### src/rtl/uart_tx_arbiter_if.sv
`default_nettype none
//============================================================================
// Module : uart_tx_arbiter_if
// Desc   : Requester byte handshake plus uart_tx start/data/busy bundle.
// Rev    : 1.0  initial release
//============================================================================
interface uart_tx_arbiter_if #(
    parameter int NUM_REQ = 4,
    parameter int GW      = 2
);
    logic [NUM_REQ-1:0]   req_valid;
    logic [8*NUM_REQ-1:0] req_data;
    logic [NUM_REQ-1:0]   req_last;
    logic [NUM_REQ-1:0]   req_ready;
    logic                 tx_start;
    logic [7:0]           tx_data;
    logic                 tx_busy;
    logic [GW-1:0]        grant;
    logic                 active;

    modport master (
        input  req_valid, req_data, req_last, tx_busy,
        output req_ready, tx_start, tx_data, grant, active
    );

    modport slave (
        output req_valid, req_data, req_last, tx_busy,
        input  req_ready, tx_start, tx_data, grant, active
    );
endinterface
`default_nettype wire

### src/rtl/uart_tx_arbiter.sv
`default_nettype none
//============================================================================
// Module : uart_tx_arbiter
// Desc   : Round-robin, frame-granular sharing of one uart_tx among NUM_REQ
//          byte requesters. Optional macro: UART_TX_ARB_WATCHDOG_EN.
// Rev    : 1.0  initial release
//============================================================================
module uart_tx_arbiter #(
    parameter int NUM_REQ = 4,
    parameter int GW      = 2,
    parameter int TIMEOUT = 1200
) (
    input  logic              clk,
    input  logic              rst_n,
    uart_tx_arbiter_if.master bus
);

    typedef enum logic [1:0] {
        S_IDLE  = 2'd0,
        S_FETCH = 2'd1,
        S_START = 2'd2,
        S_DRAIN = 2'd3
    } state_t;

    state_t       r_state;
    logic         r_tx_start;
    logic [7:0]   r_tx_data;
    logic [GW-1:0] r_grant;
    logic         r_active;
    logic [7:0]   r_byte;
    logic         r_last;

    logic               w_found;
    logic [GW-1:0]      w_winner;
    logic               w_sel_valid;
    logic               w_sel_last;
    logic [7:0]         w_sel_data;
    logic [NUM_REQ-1:0] w_ready;

`ifdef UART_TX_ARB_WATCHDOG_EN
    localparam int WDW = (TIMEOUT > 1) ? $clog2(TIMEOUT) : 1;
    logic [WDW-1:0] r_wd;
`else
    // TIMEOUT only sizes the watchdog, which this build leaves out
    if (TIMEOUT < 1) begin : g_no_watchdog
    end
`endif

    // First valid requester after the rr pointer; the last owner is scanned last
    always_comb begin
        w_found  = 1'b0;
        w_winner = r_grant;
        for (int k = 1; k <= NUM_REQ; k++) begin
            for (int i = 0; i < NUM_REQ; i++) begin
                if (!w_found && bus.req_valid[i] &&
                    (i == (int'(r_grant) + k) % NUM_REQ)) begin
                    w_found  = 1'b1;
                    w_winner = GW'(i);
                end
            end
        end
    end

    always_comb begin
        w_sel_valid = 1'b0;
        w_sel_last  = 1'b0;
        w_sel_data  = 8'h00;
        w_ready     = '0;
        for (int i = 0; i < NUM_REQ; i++) begin
            if (r_grant == GW'(i)) begin
                w_sel_valid = bus.req_valid[i];
                w_sel_last  = bus.req_last[i];
                w_sel_data  = bus.req_data[8*i +: 8];
                w_ready[i]  = (r_state == S_FETCH);
            end
        end
    end

    always_ff @(posedge clk or negedge rst_n) begin
        if (!rst_n) begin
            r_state    <= S_IDLE;
            r_tx_start <= 1'b0;
            r_tx_data  <= 8'h00;
            r_grant    <= GW'(NUM_REQ - 1);
            r_active   <= 1'b0;
            r_byte     <= 8'h00;
            r_last     <= 1'b0;
`ifdef UART_TX_ARB_WATCHDOG_EN
            r_wd       <= '0;
`endif
        end else begin
            case (r_state)
                S_IDLE: begin
                    r_active <= 1'b0;
                    if (w_found) begin
                        r_grant  <= w_winner;
                        r_active <= 1'b1;
                        r_state  <= S_FETCH;
                    end
                end
                S_FETCH: begin
                    if (w_sel_valid) begin
                        r_byte  <= w_sel_data;
                        r_last  <= w_sel_last;
                        r_state <= S_START;
`ifdef UART_TX_ARB_WATCHDOG_EN
                        r_wd    <= '0;
                    end else if (r_wd == WDW'(TIMEOUT - 1)) begin
                        r_state  <= S_IDLE;
                        r_active <= 1'b0;
                        r_wd     <= '0;
                    end else begin
                        r_wd <= r_wd + 1'b1;
`endif
                    end
                end
                S_START: begin
                    // Never launch into a transmitter that is still shifting
                    if (!bus.tx_busy && !r_tx_start) begin
                        r_tx_data  <= r_byte;
                        r_tx_start <= 1'b1;
                    end else if (bus.tx_busy && r_tx_start) begin
                        r_tx_start <= 1'b0;
                        r_state    <= S_DRAIN;
                    end
                end
                S_DRAIN: begin
                    if (!bus.tx_busy) begin
                        if (r_last) begin
                            r_state  <= S_IDLE;
                            r_active <= 1'b0;
                        end else begin
                            r_state <= S_FETCH;
                        end
                    end
                end
                default: begin
                    r_state    <= S_IDLE;
                    r_tx_start <= 1'b0;
                    r_active   <= 1'b0;
                end
            endcase
        end
    end

    assign bus.req_ready = w_ready;
    assign bus.tx_start  = r_tx_start;
    assign bus.tx_data   = r_tx_data;
    assign bus.grant     = r_grant;
    assign bus.active    = r_active;

endmodule
`default_nettype wire

### src/flat_wrapper.sv
// flat-port wrapper written by rule: the top's interface ports become plain ports
module uart_tx_arbiter_flat 
#(
    parameter int NUM_REQ = 4,
    parameter int GW      = 2,
    parameter int TIMEOUT = 1200
)
  (clk, rst_n, bus_req_valid, bus_req_data, bus_req_last, bus_tx_busy, bus_req_ready, bus_tx_start, bus_tx_data, bus_grant, bus_active);
  uart_tx_arbiter_if #(.NUM_REQ(NUM_REQ), .GW(GW)) bus_i ();
  input  logic clk;
  input  logic rst_n;
  input wire logic [$bits(bus_i.req_valid)-1:0] bus_req_valid;
  input wire logic [$bits(bus_i.req_data)-1:0] bus_req_data;
  input wire logic [$bits(bus_i.req_last)-1:0] bus_req_last;
  input wire logic [$bits(bus_i.tx_busy)-1:0] bus_tx_busy;
  output wire logic [$bits(bus_i.req_ready)-1:0] bus_req_ready;
  output wire logic [$bits(bus_i.tx_start)-1:0] bus_tx_start;
  output wire logic [$bits(bus_i.tx_data)-1:0] bus_tx_data;
  output wire logic [$bits(bus_i.grant)-1:0] bus_grant;
  output wire logic [$bits(bus_i.active)-1:0] bus_active;
  assign bus_i.req_valid = bus_req_valid;
  assign bus_i.req_data = bus_req_data;
  assign bus_i.req_last = bus_req_last;
  assign bus_i.tx_busy = bus_tx_busy;
  assign bus_req_ready = bus_i.req_ready;
  assign bus_tx_start = bus_i.tx_start;
  assign bus_tx_data = bus_i.tx_data;
  assign bus_grant = bus_i.grant;
  assign bus_active = bus_i.active;
  uart_tx_arbiter #(.NUM_REQ(NUM_REQ), .GW(GW), .TIMEOUT(TIMEOUT)) u_core (.clk(clk), .rst_n(rst_n), .bus(bus_i));
endmodule
### config.mk
export PLATFORM = sky130hd
export DESIGN_NAME = uart_tx_arbiter_flat
export DESIGN_NICKNAME = d
export VERILOG_FILES = /design/src/rtl/uart_tx_arbiter_if.sv /design/src/rtl/uart_tx_arbiter.sv /design/src/flat_wrapper.sv
export SDC_FILE = /design/constraint.sdc
export NUM_CORES = 1
export LEC_CHECK = 0
export BUFFER_PORTS_ARGS = -buffer_cell sky130_fd_sc_hd__buf_2
export CAP_MARGIN = 20
export CORE_ASPECT_RATIO = 0.8
export CORE_MARGIN = 5
export CORE_UTILIZATION = 51
export CTS_CLUSTER_DIAMETER = 50
export DETAILED_ROUTE_END_ITERATION = 7
export PLACE_DENSITY = 0.91
export SYNTH_ARGS = -nofsm -noshare
export SYNTH_HDL_FRONTEND = slang
export SYNTH_SLANG_ARGS = --single-unit
### constraint.sdc
create_clock -name clk -period 4.4 [get_ports clk]
set_clock_uncertainty 0.2 [all_clocks]
set_input_delay 1.32 -clock clk [delete_from_list [all_inputs] [get_ports clk]]
set_output_delay 1.32 -clock clk [all_outputs]
set_load 0.01 [all_outputs]
==> metrics.cfg <==
[outcome]
status = finished clean

[routing]
routed_via_density = 5.65
route.vias.total = 1141
drtIter0Drc = 73
routedWlPerCell_um = 16.8
drc = 0
drtPass1Iterations = 4
wl_um = 3400
ant_nets = 0

[power]
p_per_area_nw_per_um2 = 648
ir_drop_uv = 350
netSwitchingPower_mw = 0.423
p_clk_share_pct = 9.0
p_leak_nw = 0.841
p_sw_share_pct = 38.0
seqPwrFrac_pct = 41.3
intPower_mw = 0.688
power_frac_comb_pct = 49.7

[sta]
setup_viol = 0
period_needed_ns = 3.09
relSlewSlack_pct = 65.1
timing.final.crit_share_pct = 70.2
rsz0062_at_grt = no
maxSlewViolCount = 0
fmax_mhz = 324
hold_viol = 0
tightestPinTransition_ns = 0.523
tns_ns = 0

[critical_path]
worst_ep_arrival_time_ns = 1.57
rrSetupSlack_ns = 1.89
critPathMaxFanout = 22
crit_path_start_kind = flop
path_class = reg2out
cp_data_required_time_ns = 2.88
worst_setup_path_end_kind = output pin

[global_routing]
grt_use_total_pct = 19.1
grt_pass1_vias = 1251
grt_start_max_net_pins = 24
grt-ovfl-total = 0
grt_first_pass_wirelength_um = 5540
antenna_found_initial = 0

[cts]
cts.clk_slew.worst_paths_ns = 0.12
hold_buffers = 0
htreeDepth = 1
clock-sinks = 23
cts_buffers = 3
cts_tree = done
cts_setup_buffers = 0
cts-root-buf = clkbuf_4
cts_buffer_depth = 2
insertion_delay_ns = 0.32
ctsResizeCount = 0

[finish]
drive_above_1_share_pct = 56.0
final_cells = 202
area_growth_pct = 25.2
layout.nets = 216
antennaDiodeCount = 0

[die]
fp.dieW_um = 67.9
row_count = 16
io_pins = 59
initial_core_util_pct = 54.7
die-height_um = 56.3
die_area_um2 = 3830
coreArea_um2 = 2500

[job]
drv_cap = 0

[synth]
synth_cell_types = 30
syn_area_um2 = 1370
syn_avg_cell_area_um2 = 12.7
ys_seq_area_share_pct = 42.2
yosysWarnings = 0
synthCells = 108
syn_nets = 157
ys_seq_elements = 23

[placed_design]
dp.cells = 198
place.port_buffers = 58
place.gp.congestion = 0.837
dpl.hpwl_um = 2720

[worst_hold_path]
min_path_type = reg2reg

-- state kept, by name, indices dropped and copies added, names as in the netlist --
register,flops
u_core.r_state,2
u_core.r_last,1
u_core.bus.grant,2
u_core.bus.active,1
u_core.bus.tx_data,8
u_core.r_byte,8
u_core.bus.tx_start,1
-- per-layer routing --
| layer | wire length (um) | up-vias | global-route usage, % |
|---|---|---|---|
| li1 | - | 521 | - |
| met1 | 1210 | 550 | 21.9 |
| met2 | 1860 | 54 | 33.9 |
| met3 | 210 | 16 | 2.59 |
| met4 | 116 | 0 | 9.63 |
| met5 | 0 | - | 0 |
-- final cells by class --
class / count / area (um^2)
fillers: 191 / 788
multi-input cells: 71 / 736
flip-flops and latches: 23 / 578
repair buffers: 58 / 290
well taps: 36 / 45.0
inverters: 10 / 37.5
clock buffers: 3 / 22.5
clock inverters: 1 / 5.00
-- worst max-delay path, stage by stage, from the launching register on --
cell and delay [ns]:
dfstp_2 0.89, and3_1 0.23, buf_2 0.12
-- cell usage after synthesis, drive strengths merged --
library cell	n	area, um^2
o21ai	6	30.0
o221ai	1	8.76
o22a	1	8.76
or4	1	7.51
nor3b	1	7.51
dfrtp	21	526
inv	10	37.5
o211ai	1	7.51
dfstp	2	52.6
mux4	10	225
buf	2	10.0
nand2	6	22.5
clkbuf	2	7.51
mux2	18	206
a222oi	1	10.0
mux2i	2	20.0
nor3	2	10.0
a31o	1	8.76
and3	1	6.26
a21o	1	7.51
ha	6	75.1
a22oi	1	7.51
a31oi	1	6.26
nor2	2	7.51
or2	1	6.26
a21oi	3	15.0
o211a	1	10.0
a41oi	1	8.76
nand2b	2	12.5
-- through the flow --
step	hold slack, ns	util (%)	worst slack [ns]	area [um^2]	power [mW]
global route	0.336	68.5	1.18	1710	1.20
floorplan	0.275	-	1.66	1370	0.847
detailed placement	0.290	67.4	1.41	1690	1.02
CTS	0.319	68.5	1.29	1710	1.12
global placement	0.282	67.4	1.47	1690	0.980
finish	0.315	68.5	1.31	1710	1.11
-- cells by family after synthesis --
logic type,after synthesis,synth area share [%]
AOI/OAI and AO/OA,19,9.42
buffers and inverters,14,4.02
adders and majority gates,6,5.48
DFF,23,42.2
and+or+nand+nor,16,5.85
muxes,30,33.0
-- placed cells by master, fill, tap and decap left out, drive strengths merged --
cell type and instances:
a21o 1, a21oi 3, a222oi 1, a22oi 1
a31o 1, a31oi 1, a41oi 1, and3 1
buf 58, clkbuf 3, clkinv 1, dfrtp 21
dfstp 2, ha 6, inv 10, mux2 18
mux2i 2, mux4 10, nand2 6, nand2b 2
nor2 2, nor3 2, nor3b 1, o211a 1
o211ai 1, o21ai 6, o221ai 1, o22a 1
or2 1, or4 1
-- power groups by stage --
stage               clock, mW  combinational [mW]  sequential, mW
floorplan                   0               0.433           0.414
global placement            0               0.528           0.452
detailed placement          0               0.555           0.466
CTS                    0.0986               0.556           0.462
global route            0.109               0.606           0.484
finish                 0.0999               0.552           0.459
-- final timing paths --
check,start,endpoint,cells past startpoint
setup / recovery,u_core.bus.grant[0]$_DFFE_PN1P_,bus_req_ready[3],2
hold / removal,u_core.bus.tx_data[4]$_DFFE_PN0P_,u_core.bus.tx_data[4]$_DFFE_PN0P_,1
setup reg to reg,u_core.bus.grant[0]$_DFFE_PN1P_,u_core.r_byte[1]$_DFFE_PN0P_,3
hold reg to reg,u_core.bus.tx_data[4]$_DFFE_PN0P_,u_core.bus.tx_data[4]$_DFFE_PN0P_,1
max in group asynchronous,rst_n,u_core.bus.grant[0]$_DFFE_PN1P_,1
min in group asynchronous,rst_n,u_core.bus.tx_data[3]$_DFFE_PN0P_,1
Power figures use the tool's default switching activity.
